## config.mk

```make
export PLATFORM = sky130hd
export DESIGN_NAME = vga_timing_gen
export DESIGN_NICKNAME = d
export VERILOG_FILES = /design/src/rtl/vga_pkg.sv /design/src/rtl/vga_axis_cnt.sv /design/src/rtl/vga_timing_gen.sv
export SDC_FILE = /design/constraint.sdc
export NUM_CORES = 1
export LEC_CHECK = 0
export CAP_MARGIN = 30
export CORE_ASPECT_RATIO = 1.5
export CORE_MARGIN = 2
export CORE_UTILIZATION = 56
export DETAILED_ROUTE_END_ITERATION = 7
export GPL_TIMING_DRIVEN = 0
export PLACE_DENSITY = 0.85
export SYNTH_ARGS = -nofsm -noshare
export SYNTH_HDL_FRONTEND = slang
export SYNTH_SLANG_ARGS = --single-unit
```

## constraint.sdc

```tcl
create_clock -name PCLK_I -period 4.9 [get_ports PCLK_I]
set_input_delay 0.735 -clock PCLK_I [delete_from_list [all_inputs] [get_ports PCLK_I]]
set_output_delay 0.735 -clock PCLK_I [all_outputs]
set_load 0.02 [all_outputs]
```

## src/rtl/vga_pkg.sv

```systemverilog
// Shared VGA definitions: timing FSM state type and default 640x480@60 timing.
package vga_pkg;

   typedef enum logic [1:0] {
      ST_IDLE  = 2'd0,
      ST_RUN   = 2'd1,
      ST_DRAIN = 2'd2
   } state_t;

   localparam int unsigned DEF_H_ACTIVE = 640;
   localparam int unsigned DEF_H_FP     = 16;
   localparam int unsigned DEF_H_SYNC   = 96;
   localparam int unsigned DEF_H_BP     = 48;
   localparam int unsigned DEF_V_ACTIVE = 480;
   localparam int unsigned DEF_V_FP     = 10;
   localparam int unsigned DEF_V_SYNC   = 2;
   localparam int unsigned DEF_V_BP     = 33;
   localparam int unsigned DEF_CNT_W    = 11;
   localparam int unsigned DEF_FRAME_W  = 16;

   function automatic int unsigned seg_total(input int unsigned active, input int unsigned fp,
                                             input int unsigned sync, input int unsigned bp);
      return active + fp + sync + bp;
   endfunction

endpackage

```

## src/rtl/vga_axis_cnt.sv

```systemverilog
// One timing axis: position counter with registered sync and look-ahead active decode.
module vga_axis_cnt
   import vga_pkg::*;
#(
   parameter int unsigned ACTIVE = DEF_H_ACTIVE,
   parameter int unsigned FP     = DEF_H_FP,
   parameter int unsigned SYNC   = DEF_H_SYNC,
   parameter int unsigned BP     = DEF_H_BP,
   parameter int unsigned CNT_W  = DEF_CNT_W,
   parameter bit          POL    = 1'b0
) (
   input  logic             clk,
   input  logic             rst,
   input  logic             step,
   input  logic             live,
   output logic [CNT_W-1:0] cnt,
   output logic             sync,
   output logic             last_c,
   output logic             active_nxt_c
);

   localparam int unsigned TOTAL   = seg_total(ACTIVE, FP, SYNC, BP);
   localparam int unsigned SYNC_LO = ACTIVE + FP;
   localparam int unsigned SYNC_HI = ACTIVE + FP + SYNC;
   localparam int unsigned EXT_W   = CNT_W + 1;
   localparam logic [CNT_W-1:0] LAST = CNT_W'(TOTAL - 1);

   logic [CNT_W-1:0] cnt_nxt;
   logic [EXT_W-1:0] cnt_ext;
   logic             sync_on_c;

   // Decode from the next count so registered flags line up with the registered count
   always_comb begin
      last_c  = (cnt == LAST);
      cnt_nxt = cnt;
      if (step) begin
         cnt_nxt = last_c ? '0 : cnt + CNT_W'(1);
      end
      cnt_ext      = {1'b0, cnt_nxt};
      active_nxt_c = (cnt_ext < EXT_W'(ACTIVE));
      sync_on_c    = live && (cnt_ext >= EXT_W'(SYNC_LO)) && (cnt_ext < EXT_W'(SYNC_HI));
   end

   always_ff @(posedge clk or posedge rst) begin
      if (rst) begin
         cnt  <= LAST;
         sync <= ~POL;
      end else begin
         cnt  <= cnt_nxt;
         sync <= sync_on_c ? POL : ~POL;
      end
   end

endmodule

```

## src/rtl/vga_timing_gen.sv

```systemverilog
// VGA timing generator: run/drain/idle control over per-axis counters; whole frames only.
module vga_timing_gen
   import vga_pkg::*;
#(
   parameter int unsigned H_ACTIVE = DEF_H_ACTIVE,
   parameter int unsigned H_FP     = DEF_H_FP,
   parameter int unsigned H_SYNC   = DEF_H_SYNC,
   parameter int unsigned H_BP     = DEF_H_BP,
   parameter int unsigned V_ACTIVE = DEF_V_ACTIVE,
   parameter int unsigned V_FP     = DEF_V_FP,
   parameter int unsigned V_SYNC   = DEF_V_SYNC,
   parameter int unsigned V_BP     = DEF_V_BP,
   parameter bit          H_POL    = 1'b0,
   parameter bit          V_POL    = 1'b0,
   parameter int unsigned CNT_W    = DEF_CNT_W,
   parameter int unsigned FRAME_W  = DEF_FRAME_W
) (
   input  logic               PCLK_I,
   input  logic               RST_I,
   input  logic               CE_I,
   input  logic               EN_I,
   output logic               DE_O,
   output logic               HSYNC_O,
   output logic               VSYNC_O,
   output logic [CNT_W-1:0]   HCNT_O,
   output logic [CNT_W-1:0]   VCNT_O,
   output logic               SOL_O,
   output logic               SOF_O,
   output logic [FRAME_W-1:0] FRAME_O,
   output logic               BUSY_O
);

   localparam int unsigned H_TOTAL = seg_total(H_ACTIVE, H_FP, H_SYNC, H_BP);
   localparam int unsigned V_TOTAL = seg_total(V_ACTIVE, V_FP, V_SYNC, V_BP);

   if (64'(H_TOTAL) > (64'(1) << CNT_W)) begin : g_h_total_chk
      $error("vga_timing_gen: H_TOTAL does not fit in CNT_W bits");
   end
   if (64'(V_TOTAL) > (64'(1) << CNT_W)) begin : g_v_total_chk
      $error("vga_timing_gen: V_TOTAL does not fit in CNT_W bits");
   end

   state_t state, state_nxt;
   logic   adv_c, frame_end_c, live_nxt_c;
   logic   h_last, v_last, h_act_nxt, v_act_nxt;

   vga_axis_cnt #(
      .ACTIVE(H_ACTIVE), .FP(H_FP), .SYNC(H_SYNC), .BP(H_BP), .CNT_W(CNT_W), .POL(H_POL)
   ) u_h_axis (
      .clk          (PCLK_I),
      .rst          (RST_I),
      .step         (adv_c),
      .live         (live_nxt_c),
      .cnt          (HCNT_O),
      .sync         (HSYNC_O),
      .last_c       (h_last),
      .active_nxt_c (h_act_nxt)
   );

   vga_axis_cnt #(
      .ACTIVE(V_ACTIVE), .FP(V_FP), .SYNC(V_SYNC), .BP(V_BP), .CNT_W(CNT_W), .POL(V_POL)
   ) u_v_axis (
      .clk          (PCLK_I),
      .rst          (RST_I),
      .step         (adv_c & h_last),
      .live         (live_nxt_c),
      .cnt          (VCNT_O),
      .sync         (VSYNC_O),
      .last_c       (v_last),
      .active_nxt_c (v_act_nxt)
   );

   // Parked counters sit on the last position, so leaving IDLE is an ordinary wrap to (0,0)
   always_comb begin
      state_nxt   = state;
      adv_c       = 1'b0;
      frame_end_c = h_last & v_last;
      if (CE_I) begin
         unique case (state)
            ST_IDLE: begin
               if (EN_I) begin
                  state_nxt = ST_RUN;
                  adv_c     = 1'b1;
               end
            end
            ST_RUN, ST_DRAIN: begin
               if (frame_end_c && !EN_I) begin
                  state_nxt = ST_IDLE;
               end else begin
                  adv_c     = 1'b1;
                  state_nxt = EN_I ? ST_RUN : ST_DRAIN;
               end
            end
            default: state_nxt = ST_IDLE;
         endcase
      end
      live_nxt_c = (state_nxt != ST_IDLE);
   end

   always_ff @(posedge PCLK_I or posedge RST_I) begin
      if (RST_I) begin
         state   <= ST_IDLE;
         DE_O    <= 1'b0;
         SOL_O   <= 1'b0;
         SOF_O   <= 1'b0;
         FRAME_O <= '0;
         BUSY_O  <= 1'b0;
      end else begin
         state  <= state_nxt;
         DE_O   <= h_act_nxt & v_act_nxt & live_nxt_c;
         SOL_O  <= adv_c & h_last;
         SOF_O  <= adv_c & frame_end_c;
         BUSY_O <= live_nxt_c;
         if (adv_c && frame_end_c) begin
            FRAME_O <= FRAME_O + FRAME_W'(1);
         end
      end
   end

endmodule

```

Yosys cells after proc, flatten, opt, wreduce, memory -nomap -nowiden
Cells that the tools add are included.
{"block": "classes", "n_bitwise": 5, "reduce_logical": 10, "addsub": 3, "eq_ne": 4, "n_mux": 15, "magnitude_cmp": 6}
{"op": "11-bit 2-to-1 mux", "count": 4}
{"op": "11-bit by 1-bit adder with 11-bit output, second input constant", "count": 2}
{"op": "11-bit by 10-bit == test with 1-bit output, second input constant", "count": 2}
{"op": "11-bit by 10-bit less-than comparator with 1-bit output, second input constant", "count": 2}
{"op": "11-bit by 9-bit less-than comparator with 1-bit output, second input constant", "count": 2}
{"op": "16-bit by 1-bit adder with 16-bit output, second input constant", "count": 1}
{"op": "11-bit by 10-bit greater-or-equal comparator with 1-bit output, second input constant", "count": 1}
{"op": "11-bit by 9-bit greater-or-equal comparator with 1-bit output, second input constant", "count": 1}
{"op": "2-bit 2-to-1 mux", "count": 4}
{"op": "1-bit logical AND", "count": 6}
{"op": "1-bit bitwise AND", "count": 5}
{"op": "1-bit 2-to-1 mux", "count": 5}
{"op": "2-bit one-hot mux with 2 select lines", "count": 1}
{"op": "2-bit by 1-bit == test with 1-bit output, second input constant", "count": 1}
{"op": "2-bit == test, second input constant", "count": 1}
{"op": "2-bit logical NOT", "count": 1}
{"op": "1-bit one-hot mux with 2 select lines", "count": 1}
{"op": "2-bit nonzero test", "count": 1}
{"op": "2-bit OR reduction", "count": 1}
{"op": "1-bit logical NOT", "count": 1}
{"block": "word_totals", "regBits": 46, "inputBits": 4, "out_inout_bits": 44}

Longest topological paths before layout
{"block": "depth", "word_depth": 12, "ltp_mapped": 11, "depth_no_buf": 9}

Cells and area by module
A second synthesis with hierarchy kept.
{"block": "hier_totals", "cells_unflattened": 248, "hier_area_um2": 2570.0}
{"module": "vga_timing_gen", "cells_per_inst": 88, "n_inst": 1, "area_each_um2": 1026.0, "seq_area_each_um2": 550.5}
{"module": "vga_axis_cnt at u_h_axis", "cells_per_inst": 86, "n_inst": 1, "area_each_um2": 810.8, "seq_area_each_um2": 310.3}
{"module": "vga_axis_cnt at u_v_axis", "cells_per_inst": 74, "n_inst": 1, "area_each_um2": 733.2, "seq_area_each_um2": 305.3}

Worst setup path before layout
Ideal clock, no wire load.
{"block": "synth_timing", "path_kind": "register to register", "start": "register u_h_axis.cnt[0]", "end": "register u_h_axis.sync", "stages_incl_launch_ff": 9, "synth_period_minus_slack_ns": 2.590, "path_buffers": 0, "arrival_ns": 2.502, "path_slack_ns": 2.310, "cell_sequence": "dfstp_2 -> ha_1 -> nor4bb_1 -> and4b_1 -> a21o_1 -> or3_1 -> mux2_2 -> and3_1 -> or3_1"}
{"block": "synth_via", "elab_chain_cells": 11}
{"item": "start: declaration", "line_no": "vga_axis_cnt.sv:16", "text": "output logic [CNT_W-1:0] cnt,"}
{"item": "start signal: assignment", "line_no": "vga_axis_cnt.sv:49", "text": "cnt <= cnt_nxt;"}
{"item": "11-bit by 10-bit == test with 1-bit output", "line_no": "vga_axis_cnt.sv:34", "text": "last_c = (cnt == LAST);"}
{"item": "1-bit bitwise AND", "line_no": "vga_timing_gen.sv:77", "text": "frame_end_c = h_last & v_last;"}
{"item": "1-bit logical AND", "line_no": "vga_timing_gen.sv:87", "text": "if (frame_end_c && !EN_I) begin"}
{"item": "1-bit 2-to-1 mux", "line_no": "vga_timing_gen.sv:87"}
{"item": "1-bit one-hot mux with 2 select lines", "line_no": "vga_timing_gen.sv:79", "text": "unique case (state)"}
{"item": "1-bit 2-to-1 mux", "line_no": "vga_timing_gen.sv:78", "text": "if (CE_I) begin"}
{"item": "11-bit 2-to-1 mux (*)", "line_no": "vga_axis_cnt.sv:36", "text": "if (step) begin"}
{"item": "named net u_h_axis.cnt_nxt[5]", "line_no": "vga_axis_cnt.sv:28", "text": "logic [CNT_W-1:0] cnt_nxt;"}
{"item": "11-bit by 10-bit greater-or-equal comparator with 1-bit output", "line_no": "vga_axis_cnt.sv:41", "text": "sync_on_c = live && (cnt_ext >= EXT_W'(SYNC_LO)) && (cnt_ext < EXT_W'(SYNC_HI));"}
{"item": "1-bit logical AND", "line_no": "vga_axis_cnt.sv:41"}
{"item": "1-bit logical AND (*)", "line_no": "vga_axis_cnt.sv:41"}
{"item": "1-bit 2-to-1 mux (*)", "line_no": "vga_axis_cnt.sv:50", "text": "sync <= sync_on_c ? POL : ~POL;"}
{"item": "end signal: assignment", "line_no": "vga_axis_cnt.sv:47", "text": "sync <= ~POL;"}
{"item": "end signal: assignment", "line_no": "vga_axis_cnt.sv:50"}
{"item": "end: declaration", "line_no": "vga_axis_cnt.sv:17", "text": "output logic sync,"}
The timed path passes the listed nets; every way through them passes the cells marked *.
A chain may end at the register's enable or synchronous reset.

Final worst setup path
{"block": "layout_timing", "start": "register u_h_axis.cnt[0]", "end": "register u_v_axis.sync"}
{"block": "layout_via", "elab_chain_cells": 12}
{"item": "11-bit by 10-bit == test with 1-bit output (*)", "line_no": "vga_axis_cnt.sv:34"}
{"item": "1-bit bitwise AND", "line_no": "vga_timing_gen.sv:77"}
{"item": "1-bit logical AND", "line_no": "vga_timing_gen.sv:87"}
{"item": "1-bit 2-to-1 mux", "line_no": "vga_timing_gen.sv:87"}
{"item": "1-bit one-hot mux with 2 select lines", "line_no": "vga_timing_gen.sv:79"}
{"item": "1-bit 2-to-1 mux", "line_no": "vga_timing_gen.sv:78"}
{"item": "1-bit bitwise AND (*)", "line_no": "vga_timing_gen.sv:65", "text": ".step (adv_c & h_last),"}
{"item": "named net u_v_axis.step", "line_no": "vga_axis_cnt.sv:14", "text": "input logic step,"}
{"item": "11-bit 2-to-1 mux (*)", "line_no": "vga_axis_cnt.sv:36"}
{"item": "named net u_v_axis.cnt_nxt[1]", "line_no": "vga_axis_cnt.sv:28"}
{"item": "11-bit by 9-bit greater-or-equal comparator with 1-bit output", "line_no": "vga_axis_cnt.sv:41"}
{"item": "1-bit logical AND", "line_no": "vga_axis_cnt.sv:41"}
{"item": "1-bit logical AND (*)", "line_no": "vga_axis_cnt.sv:41"}
{"item": "1-bit 2-to-1 mux (*)", "line_no": "vga_axis_cnt.sv:50"}
{"item": "end signal: assignment", "line_no": "vga_axis_cnt.sv:47"}
{"item": "end signal: assignment", "line_no": "vga_axis_cnt.sv:50"}
{"item": "end: declaration", "line_no": "vga_axis_cnt.sv:17"}
Marks and branches as above.

==> tab_implementation.tex <==
\begin{tabular}{lr}
\hline
Metric & Value \\
\hline
\multicolumn{2}{l}{\textbf{Logic synthesis}} \\
Synthesized instance count & 243 \\
Post-synthesis register bit count & 46 \\
Number of different library cells in the post-synthesis netlist & 46 \\
Mean instance size in the synthesized netlist & 10.3 µm² \\
Synth async-reset ratio & 100\% \\
Part of the Yosys area used for sequential elements & 46.7\% \\
Synthesized net count & 253 \\
Post-synth EDFFs & 0 \\
Number of warnings printed during yosys synthesis & 0 \\
Synthesized cell area & 2500 µm² \\
Synth Flop Type & dfrtp\_1 \\
\multicolumn{2}{l}{\textbf{CTS}} \\
Insertion delay of the later-clocked pin in the worst-skew pair & 0.31 ns \\
H-tree depth & 2 \\
Total clock buffers created by CTS & 5 \\
Hold bufs inserted after CTS & 0 \\
Post-CTS clock slew at the launch and capture registers of the worst setup and hold paths & 0.09 ns \\
Clk sinks & 46 \\
Number of setup buffers added after CTS & 0 \\
Clk buf depth & 2 \\
Resize count post-CTS & 0 \\
Clock tree from TritonCTS & done \\
Clock Root Buffer & clkbuf\_8 \\
\multicolumn{2}{l}{\textbf{Routing}} \\
Number of design rule violations left after detail routing & 0 \\
Top routing layer used & met4 \\
Post-detailed-route via-to-cell ratio & 5.99 \\
Wire length on met2 & 3.00 mm \\
Number of vias after detailed routing & 2,066 \\
Detail Route met3 WL & 268 µm \\
Wire length per cell after detailed routing & 16.2 µm \\
DRT antenna net count & 0 \\
Wire length on met1 & 2.13 mm \\
Total length of routed wires & 5.60 mm \\
Initial detailed-routing violation count & 52 \\
Number of iterations in the first detailed-routing pass & 4 \\
\multicolumn{2}{l}{\textbf{Setup path}} \\
Worst path required time & 5.12 ns \\
Crit path max fanout & 8 \\
Arrival time at the worst endpoint & 3.14 ns \\
Element type at the critical path end & register \\
Launch point of the worst reg-to-reg path & u\_h\_axis.cnt[0] \\
Crit path max-delay cell type & dfstp\_2 \\
Critical Path, Cell by Cell & ha\_1 -> nor4bb\_1 -> nand3\_1 -> nor3\_2 -> nand3\_1 -> o21ai\_0 -> nor4bb\_1 -> nand4\_1 \\
Critical Path Max Stage Delay & 0.58 ns \\
Flop-to-flop setup slack & 1.97 ns \\
Class of the most critical setup path & register to register \\
Depth of the worst register-to-register path & 8 \\
Endpoint of the most critical register-to-register path & u\_v\_axis.sync \\
Setup crit start kind & register \\
\multicolumn{2}{l}{\textbf{GRT}} \\
Largest net degree at the start of global routing & 26 \\
GRT Overall Usage & 24.6\% \\
Antenna violations before repair & 0 \\
Gr ovfl total & 0 \\
Vias in the first global route & 1,999 \\
First-pass GRT wire length & 9.45 mm \\
\multicolumn{2}{l}{\textbf{Power}} \\
Net switching share of the total power & 32.9\% \\
Clock power share & 26.1\% \\
Power density relative to cell area & 340 nW/µm² \\
Switching power total & 354 µW \\
Power share of the sequential group & 44.1\% \\
Combinational cell fraction of total power & 29.8\% \\
Worst-case vdd ir drop & 0.000342 V \\
Design internal power & 723 µW \\
Leakage power of the design & 0.00138 µW \\
\multicolumn{2}{l}{\textbf{Cells and area}} \\
Final antenna diode count & 0 \\
Net count, final & 308 \\
Fraction of layout cells with a size suffix above 1 & 15.1\% \\
Layout overhead on the synthesized area & 26.7\% \\
Number of fill cells in the layout & 319 \\
\multicolumn{2}{l}{\textbf{Timing}} \\
Layout Skew & 0.00762 ns \\
Measured slew at the worst slew-check pin & 0.599 ns \\
Aggregate negative setup slack & 0 ns \\
Crit share post-route & 59.7\% \\
Highest achievable clock rate & 342 MHz \\
Final hold violation count & 0 \\
Post-route minimum period & 2.93 ns \\
Relative slew slack & 59.9\% \\
RSZ-0062 raised after global routing & false \\
Final hold slack & 0.468 ns \\
Final setup violation count & 0 \\
Max Transition Viols Final & 0 \\
\multicolumn{2}{l}{\textbf{Placed design}} \\
Routability congestion estimate & 0.919 \\
Count of port buffers added during placement & 47 \\
DP HPWL & 4.29 mm \\
\multicolumn{2}{l}{\textbf{Run status}} \\
Result of the run & finished clean \\
\multicolumn{2}{l}{\textbf{Worst hold path}} \\
End point of the most critical hold path & FRAME\_O[15] \\
WHS Path Cells & 1 \\
Hold Crit Start & FRAME\_O[15] \\
Worst hold path class & register to register \\
\multicolumn{2}{l}{\textbf{Die}} \\
Initial Utilization & 58.8\% \\
Die boundary width & 58.5 µm \\
Number of placed I/O pins & 48 \\
Overall die height & 85.8 µm \\
Standard-cell rows & 29 \\
Core region area & 4250 µm² \\
Die area & 5020 µm² \\
\multicolumn{2}{l}{\textbf{Run}} \\
Reported max-cap violation count & 0 \\
\hline
\end{tabular}
[Yosys cell counts (2+ instances only)]
| cell type | count | area share, % |
|---|---|---|
| nor3_2 | 2 | 0.80 |
| and4b_1 | 2 | 0.80 |
| dfstp_2 | 12 | 13 |
| dfrtp_1 | 34 | 34 |
| nor4bb_1 | 2 | 0.80 |
| mux2_2 | 4 | 1.8 |
| xor2_1 | 7 | 2.5 |
| nor2_1 | 20 | 3.0 |
| and4_1 | 2 | 0.70 |
| nor4_1 | 2 | 0.50 |
| inv_1 | 8 | 1.2 |
| nand3_1 | 9 | 1.8 |
| nor3_1 | 6 | 1.2 |
| and3_1 | 6 | 1.5 |
| nand4_1 | 18 | 4.5 |
| xnor2_1 | 22 | 7.7 |
| o21ai_0 | 7 | 1.4 |
| or3_1 | 4 | 1.0 |
| a31oi_1 | 5 | 1.3 |
| nand4b_1 | 2 | 0.70 |
| a21o_1 | 2 | 0.60 |
| nand2b_1 | 2 | 0.50 |
| a21oi_1 | 6 | 1.2 |
| nor2_2 | 2 | 0.50 |
| nand2_1 | 27 | 4.1 |
| ha_1 | 6 | 3.0 |
| buf_6 | 3 | 1.4 |
| and2_2 | 3 | 0.90 |
[metrics by stage]
step                setup WS, ns  util, %  total power, µW  area, µm²  cells
detailed placement          1.71     71.9              798       3050    337
global route                1.68     74.5             1130       3160    345
CTS                         1.98     74.5             1080       3160    345
global placement            1.74     71.2              787       3020    336
floorplan                   2.31        -              681       2500    243
finish                      1.97     74.5             1080       3160    345
[logic make-up (layout without fill, tap and decap cells)]
group	count (synthesis)	in the layout	synth area share, %
flops	46	46	46.7
mux	4	4	1.80
compound gates	26	26	7.27
fa+ha+maj	6	6	3.01
buf+inv	12	68	2.76
xor+xnor	29	29	10.2
simple gates	120	120	28.3
[worst max-delay path: cells and delay by family, from the launching register on]
kind	cells	cell delay [ns]
compound gates	1	0.14
fa+ha+maj	1	0.21
flops	1	0.58
simple gates	6	1.92
[how the worst max path moves through the flow]
stage | from | depth (start not counted) | to
6_report | u_h_axis.cnt[0] | 8 | u_v_axis.sync
5_1_grt | u_h_axis.cnt[1] | 8 | u_v_axis.sync
4_1_cts | u_h_axis.cnt[1] | 8 | u_v_axis.sync
3_5_place_dp | EN_I | 8 | DE_O
3_3_place_gp | EN_I | 8 | DE_O
2_1_floorplan | u_h_axis.cnt[0] | 8 | u_h_axis.sync
[cell usage in the layout (no fill, tap or decap), types with 3 or more instances in the layout]
cell / Yosys / layout
a21oi_1: 6 / 6
a31oi_1: 5 / 5
and2_2: 3 / 3
and3_1: 6 / 6
buf_6: 3 / 3
clkbuf_8: 0 / 5
clkdlybuf4s50_1: 0 / 47
dfrtp_1: 34 / 34
dfstp_2: 12 / 12
ha_1: 6 / 6
inv_1: 8 / 7
mux2_2: 4 / 4
nand2_1: 27 / 27
nand3_1: 9 / 9
nand4_1: 18 / 18
nor2_1: 20 / 20
nor3_1: 6 / 6
o21ai_0: 7 / 7
or3_1: 4 / 4
xnor2_1: 22 / 22
xor2_1: 7 / 7
[layer usage]
metal | vias up | track usage [%]
met2 | 64 | 43.2
met4 | 0 | 12.9
li1 | 981 | -
met5 | - | 0
met3 | 15 | 3.17
met1 | 1006 | 28.4
[registers in the layout, indices dropped and copies added (netlist names)]
name	cells
BUSY_O	1
DE_O	1
FRAME_O	16
SOF_O	1
SOL_O	1
state	2
u_h_axis.cnt	11
u_h_axis.sync	1
u_v_axis.cnt	11
u_v_axis.sync	1
[cell type report]
class                      count  area, µm²  area share (%)
buffer                         4       38.8            1.23
multi-input combinational    185       1260            39.9
inverter                       8       30.0           0.950
timing repair buffer          48        498            15.7
sequential                    46       1170            36.9
tap                           46       57.6            1.82
clock inverter                 2       37.5            1.19
clock buffer                   6       72.6            2.30
[power by group through the flow]
stage               combinational, µW  sequential, µW  clock (µW)
floorplan                         172             509           0
global placement                  308             479           0
detailed placement                317             481           0
CTS                               320             474         283
global route                      347             481         299
finish                            321             475         281
No activity file was read; power rests on OpenSTA's default activity.
